`config.mk`:
```
export PLATFORM = sky130hd
export DESIGN_NAME = prim_opgate_skid
export DESIGN_NICKNAME = d
export VERILOG_FILES = /design/src/rtl/prim_pkg.sv /design/src/rtl/prim_opgate.sv /design/src/rtl/prim_opgate_skid.sv
export SDC_FILE = /design/constraint.sdc
export NUM_CORES = 1
export LEC_CHECK = 0
export CAP_MARGIN = 20
export CORE_MARGIN = 2
export CORE_UTILIZATION = 55
export CTS_CLUSTER_DIAMETER = 60
export DETAILED_ROUTE_END_ITERATION = 16
export PLACE_DENSITY = 0.86
export SLEW_MARGIN = 20
export SYNTH_ARGS = -nofsm -noshare
export SYNTH_HDL_FRONTEND = slang
export SYNTH_SLANG_ARGS = --single-unit
```
`constraint.sdc`:
```
create_clock -name clk_i -period 2.35 [get_ports clk_i]
set_clock_uncertainty 0.2 [all_clocks]
set_input_delay 0.47 -clock clk_i [delete_from_list [all_inputs] [get_ports clk_i]]
set_output_delay 0.47 -clock clk_i [all_outputs]
set_load 0.01 [all_outputs]
```
`src/rtl/prim_pkg.sv`:
```
// Shared types and constants for the operand-gate primitives.
package prim_pkg;

    typedef enum logic [1:0] {
        SKID_EMPTY,
        SKID_ONE,
        SKID_FULL
    } skid_state_e;

    localparam string IMPL_AND = "AND";
    localparam string IMPL_MUX = "MUX";

endpackage

```
`src/rtl/prim_opgate.sv`:
```
// Operand gate: forces data_o to zero while en_i is low, as an AND mask or a 2:1 mux.
module prim_opgate
    import prim_pkg::*;
#(
    parameter int unsigned DATA_WIDTH     = 32,
    parameter string       IMPLEMENTATION = "AND"
) (
    input  logic                  en_i,
    input  logic [DATA_WIDTH-1:0] data_i,
    output logic [DATA_WIDTH-1:0] data_o
);

    if (IMPLEMENTATION == IMPL_AND) begin : g_and
        assign data_o = data_i & {DATA_WIDTH{en_i}};
    end else if (IMPLEMENTATION == IMPL_MUX) begin : g_mux
        assign data_o = en_i ? data_i : '0;
    end else begin : g_bad
        $error("prim_opgate: IMPLEMENTATION must be \"AND\" or \"MUX\"");
        assign data_o = '0;
    end

endmodule

```
`src/rtl/prim_opgate_skid.sv`:
```
// Two-entry skid buffer feeding a gated operand output with a post-transfer hold window.
// Optional PRIM_OPGATE_SKID_ZERO_EN clears vacated main/skid registers.
//
// state      | meaning
// SKID_EMPTY | no operand buffered
// SKID_ONE   | main holds the head operand
// SKID_FULL  | main holds the head, skid holds the next operand
module prim_opgate_skid
    import prim_pkg::*;
#(
    parameter int unsigned DATA_WIDTH     = 32,
    parameter int unsigned HOLD_CYCLES    = 2,
    parameter string       IMPLEMENTATION = "AND"
) (
    input  logic                  clk_i,
    input  logic                  rst_ni,
    input  logic                  in_valid_i,
    output logic                  in_ready_o,
    input  logic [DATA_WIDTH-1:0] in_data_i,
    output logic                  out_valid_o,
    input  logic                  out_ready_i,
    output logic [DATA_WIDTH-1:0] out_data_o,
    output logic                  gate_en_o
);

    // A zero-cycle hold still needs a one-bit counter to keep widths legal.
    localparam int unsigned CNT_W = (HOLD_CYCLES > 0) ? $clog2(HOLD_CYCLES + 1) : 1;
    localparam logic [CNT_W-1:0] HOLD_VAL = CNT_W'(HOLD_CYCLES);

    skid_state_e           state_q, state_d;
    logic [DATA_WIDTH-1:0] main_q, main_d;
    logic [DATA_WIDTH-1:0] skid_q, skid_d;
    logic [CNT_W-1:0]      cnt_q, cnt_d;
    logic                  push, pop;

    assign out_valid_o = (state_q != SKID_EMPTY);
    assign in_ready_o  = (state_q != SKID_FULL);
    assign push        = in_valid_i & in_ready_o;
    assign pop         = out_valid_o & out_ready_i;
    assign gate_en_o   = out_valid_o | (cnt_q != '0);

    always_ff @(posedge clk_i) begin
        if (!rst_ni) begin
            state_q <= SKID_EMPTY;
            main_q  <= '0;
            skid_q  <= '0;
            cnt_q   <= '0;
        end else begin
            state_q <= state_d;
            main_q  <= main_d;
            skid_q  <= skid_d;
            cnt_q   <= cnt_d;
        end
    end

    always_comb begin
        state_d = state_q;
        main_d  = main_q;
        skid_d  = skid_q;
        case (state_q)
            SKID_EMPTY: begin
                if (push) begin
                    state_d = SKID_ONE;
                    main_d  = in_data_i;
                end
            end
            SKID_ONE: begin
                if (push && pop) begin
                    main_d = in_data_i;
                end else if (push) begin
                    state_d = SKID_FULL;
                    skid_d  = in_data_i;
                end else if (pop) begin
                    state_d = SKID_EMPTY;
`ifdef PRIM_OPGATE_SKID_ZERO_EN
                    main_d  = '0;
`endif
                end
            end
            SKID_FULL: begin
                if (pop) begin
                    state_d = SKID_ONE;
                    main_d  = skid_q;
`ifdef PRIM_OPGATE_SKID_ZERO_EN
                    skid_d  = '0;
`endif
                end
            end
            default: state_d = SKID_EMPTY;
        endcase
    end

    always_comb begin
        cnt_d = cnt_q;
        if (pop) begin
            cnt_d = HOLD_VAL;
        end else if (cnt_q != '0) begin
            cnt_d = cnt_q - CNT_W'(1);
        end
    end

    prim_opgate #(
        .DATA_WIDTH     (DATA_WIDTH),
        .IMPLEMENTATION (IMPLEMENTATION)
    ) u_opgate (
        .en_i   (gate_en_o),
        .data_i (main_q),
        .data_o (out_data_o)
    );

endmodule

```
* After elaboration in Yosys (flattened, before gate mapping)
Index checks and enable logic that the tools add are counted.
Storage, ports and cells: register bits after elaboration 68, input bits 36
Operators by class: add/subtract/negate cells 1, equal/unequal tests 8, muxes and demuxes 12, bitwise gates (word level) 6, reductions and logical operators 10
Operators with widths (count):
- 32-bit 2-to-1 mux | 3
- 32-bit one-hot mux with 3 select lines | 1
- 32-bit bitwise AND | 1
- 2-bit 2-to-1 mux | 7
- 2-bit != test, second input constant | 5
- 4-bit AND reduction | 2
- 2-bit one-hot mux with 3 select lines | 1
- 2-bit nonzero test | 3
- 3-bit != test, second input constant | 1
- 3-bit AND reduction | 1
- 3-bit nonzero test | 1
- 1-bit bitwise AND | 2
- 2-bit by 1-bit equality test with 1-bit output, second input constant | 1
- 2-bit equality test, second input constant | 1
- 2-bit logical NOT | 1
- 1-bit NOT | 2
- 2-bit OR reduction | 1
- 2-bit by 1-bit subtractor with 2-bit output, second input constant | 1
- 1-bit logical AND | 1
- 1-bit bitwise OR | 1

* Depth between registers and ports, before layout
depth after elaboration 6, depth in mapped cells 5, mapped depth without buffers 3

* Hierarchy
Synthesis repeated with hierarchy kept, for this count alone.
Unflattened totals: cell total of the unflattened synthesis 348, area, all modules 3311.9 µm²
Modules (own cells, without submodules):
- prim_opgate_skid | instances 1, cells an instance 313, area an instance 3056.7 µm²
- prim_opgate | instances 1, cells an instance 35, area an instance 255.2 µm²

* Worst setup path before layout
No wires, ideal clock.
path type reg2out, start register state_q[0], end output port out_data_o[11], arrival time 1.171 ns, required time 1.680 ns, slack 0.509 ns, stages on the path, launching flop included 5, buffers on the path 1, cell sequence dfxtp_1 -> or2_1 -> nor3_2 -> buf_2 -> nor2b_1
Between the ends: longest elaborated chain between the ends 3
RTL lines:
- start, declared | RTL line prim_opgate_skid.sv:30 | skid_state_e state_q, state_d;
- start signal, assigned | RTL line prim_opgate_skid.sv:49 | state_q <= state_d;
- 2-bit nonzero test | RTL line prim_opgate_skid.sv:36 | assign out_valid_o = (state_q != SKID_EMPTY);
- net out_valid_o | RTL line prim_opgate_skid.sv:20 | output logic out_valid_o,
- 1-bit bitwise OR | RTL line prim_opgate_skid.sv:40 | assign gate_en_o = out_valid_o | (cnt_q != '0);
- 32-bit bitwise AND | RTL line prim_opgate.sv:14 | assign data_o = data_i & {DATA_WIDTH{en_i}};
- end, declared | RTL line prim_opgate_skid.sv:22 | output logic [DATA_WIDTH-1:0] out_data_o,
The timed path passes the listed nets, and every way through them passes these cells.

* Final worst setup path
start register state_q[0], end output port out_data_o[4]
Between the ends: longest elaborated chain between the ends 3
RTL lines (RTL line):
- 2-bit nonzero test | prim_opgate_skid.sv:36
- 1-bit bitwise OR | prim_opgate_skid.sv:40
- 32-bit bitwise AND | prim_opgate.sv:14
Every way passes these cells.

==> impl_metrics.toml <==
[yosys]
synth_warnings = 0
ys_async_sr_fraction_pct = 0
synth_edf_count = 0
yosys.area.top_type = "dfxtp_1"
syn_area_um2 = 3280
synth_cell_types = 26
ys_dominant_reg_cell = "dfxtp_1"
synth_top_cell_area_share_pct = 41.5
ys_seq_area_share_pct = 41.5
synth_common_cells = "68 x dfxtp_1, 68 x nand2_1, 35 x a211oi_1"
ys_seq_elements = 68
netlist_instances = 349
synth.net_count = 385
synthTopCellsByArea = "dfxtp_1 42%, a211oi_2 11%, mux2i_1 9.8%"
syn_avg_cell_area_um2 = 9.40

[layout]
regArea_um2 = 1360
num-fill-cells = 377
multi_input_area_um2 = 1790
nets = 465
area_growth_pct = 34.1
fin_util_pct = 75.2
drive_gt1_share_pct = 29.3
diodes = 0

[critical_path]
r2r_cells = 5
rr_startpoint = "state_q[0]$_SDFFE_PN0P_"
startpoint_type = "flop"
r2r-end = "main_q[6]$_SDFFE_PN0P_"
worstPathArrival_ns = 1.66
worst-path-buf-inv = 3
end_kind = "primary output"
slowest_stage = "dfxtp_2"
path_cells = "or2_4 > nor3_4 > buf_4 > buf_6 > nor2b_1 > dlygate4sd2_1"
critPathMaxStageDelay_ns = 0.32
cp.required_ns = 1.68
r2r_slack_ns = 0.44
worst-setup-path-type = "flop to primary output"
crit_fanout = 5
cp_top_family = "buffers and inverters"

[floorplanning]
core-area_um2 = 5850
initial_core_util_pct = 56.1
die_h_um = 81.2
fp.dieW_um = 81.2
die_area_um2 = 6600
rows = 28
ios = 71

[sta]
setup_ws_ns = 0.0172
tightest_slew_ns = 0.592
hold_viol_final = 0
period_share_pct = 99.3
setup_violations = 0
report.final.slew_viol_count = 0
fmax_mhz = 429
fin_crit_ns = 2.33
tns_ns = 0
relSlewSlack_pct = 60.5
rsz0062_at_grt = "yes"
hold_ws_ns = 0.255

[route]
dr.first_iter.drc_count = 258
wl_met1_mm = 3.74
wl_met2_mm = 4.49
firstDrtPassIters = 4
wl_per_cell_um = 17.5
avgViaCountPerCell = 5.66
wl_met3_um = 432
routed_wl_mm = 8.87
drc = 0
highest_layer = "met4"
drtAntennaViolNets = 0
num_vias = 2876

[global_route]
grt_usage_pct = 27.2
antenna_found_initial = 0
grt_pass1_vias = 2863
grt_pass1_wl_mm = 13.6
grt_overflow = 0
grt_start_max_net_pins = 68

[pwr]
power_frac_clock_pct = 32.3
powerDensity_nw_per_um2 = 653
p_int_mw = 2.09
ir_worst_vdd_v = 0.000405
total_leakage_power_nw = 1.84
combinationalPowerShare_pct = 23.5
swShare_pct = 27.4
seq_power_share_pct = 44.3
switching_power_uw = 788

[clock_network]
clk_pin_slew_ns = 0.07
clockBufferDepth = 2
cts_tree = "built"
clkLatencyLatePin_ns = 0.34
cts-htree-levels = 3
cts_sinks = 68
hold_buffers = 0
cts_made_buffers = 9
clockRootBuffer = "clkbuf_8"

[hold_path]
min-delay-path-class = "flop to flop"
worstHoldStart = "skid_q[9]$_SDFFE_PN0P_"
holdPathEnd = "skid_q[9]$_SDFFE_PN0P_"
whs_path_depth = 2

[place]
gp_congestion = 0.790
place_hpwl_mm = 5.16
port_buffers = 70
place_ws_ns = 0.00743

[run]
maxCapViolations = 0

[run_status]
outcome = "finished, final reports clean"
-- tightest hold or removal path: stages (launching register included) --
cell     delay (ns)
dfxtp_1        0.31
nand2_1        0.05
a21oi_1        0.05
-- how the worst max path moves through the flow --
stage                                       start                       to  slack (ns)  cells past startpoint
final                     state_q[0]$_SDFFE_PN0P_            out_data_o[4]        0.02                      6
after global routing      state_q[0]$_SDFFE_PN0P_            out_data_o[4]       -0.07                      6
after CTS                 state_q[1]$_SDFFE_PN0P_           out_data_o[26]       -0.07                      7
after detailed placement               in_valid_i  main_q[24]$_SDFFE_PN0P_       0.007                      4
after global placement                 in_valid_i  main_q[24]$_SDFFE_PN0P_        0.07                      4
after floorplan           state_q[0]$_SDFFE_PN0P_           out_data_o[11]        0.51                      4
-- registers in the layout, indices dropped and copies added, names as in the netlist --
name     cells
skid_q      32
main_q      32
cnt_q        2
state_q      2
-- logic make-up (layout without fill, tap and decap cells) --
group / after synthesis / count (layout) / synth area share (%)
compound gates: 101 / 101 / 25.3
buf+inv: 38 / 122 / 6.64
flops: 68 / 68 / 41.5
mux: 33 / 33 / 10.2
simple gates: 109 / 109 / 16.3
-- cell type report --
| cell class | instances | area share (%) |
|---|---|---|
| clock buffer | 13 | 3.38 |
| inverter | 3 | 0.256 |
| tap | 75 | 2.13 |
| clock inverter | 2 | 0.796 |
| timing repair buffer | 104 | 21.7 |
| sequential | 68 | 31.0 |
| multi-input combinational | 243 | 40.7 |
-- power groups by stage --
| stage | clock network (mW) | logic, mW | registers (mW) |
|---|---|---|---|
| after floorplan | 0 | 0.342 | 1.28 |
| after global placement | 0 | 0.547 | 1.29 |
| after detailed placement | 0 | 0.563 | 1.29 |
| after CTS | 0.931 | 0.635 | 1.27 |
| after global routing | 0.984 | 0.719 | 1.28 |
| final | 0.927 | 0.675 | 1.27 |
-- layout by cell type (no fill, tap or decap), types with 3 or more instances in the layout --
cell type / instances
nor2b_1: 22
a211oi_2: 30
buf_12: 4
nand2_1: 68
clkbuf_8: 10
mux2i_1: 32
a211oi_1: 35
buf_6: 19
clkbuf_1: 3
buf_4: 17
clkdlybuf4s50_1: 37
dfxtp_1: 66
a21oi_1: 34
nor2b_4: 8
buf_2: 21
-- stage by stage --
stage               std cells  instance area [µm²]  total power, mW
CTS                       508                 4310             2.83
floorplan                 349                 3280             1.62
finish                    508                 4400             2.87
detailed placement        475                 4050             1.85
global route              508                 4400             2.98
global placement          475                 4050             1.83
-- per-layer routing --
metal / vias up / track usage [%]
met5: - / 0
met2: 86 / 46.2
met4: 0 / 12.9
li1: 1397 / -
met3: 24 / 5.89
met1: 1369 / 32.8
-- what timing repair did --
item,4_1_cts,5_1_grt
pin swaps,2,2
gates cloned,3,0
resized for setup,138,32
setup endpoints to repair,33,33
setup buffers,15,1
Power figures use the tool's default switching activity.
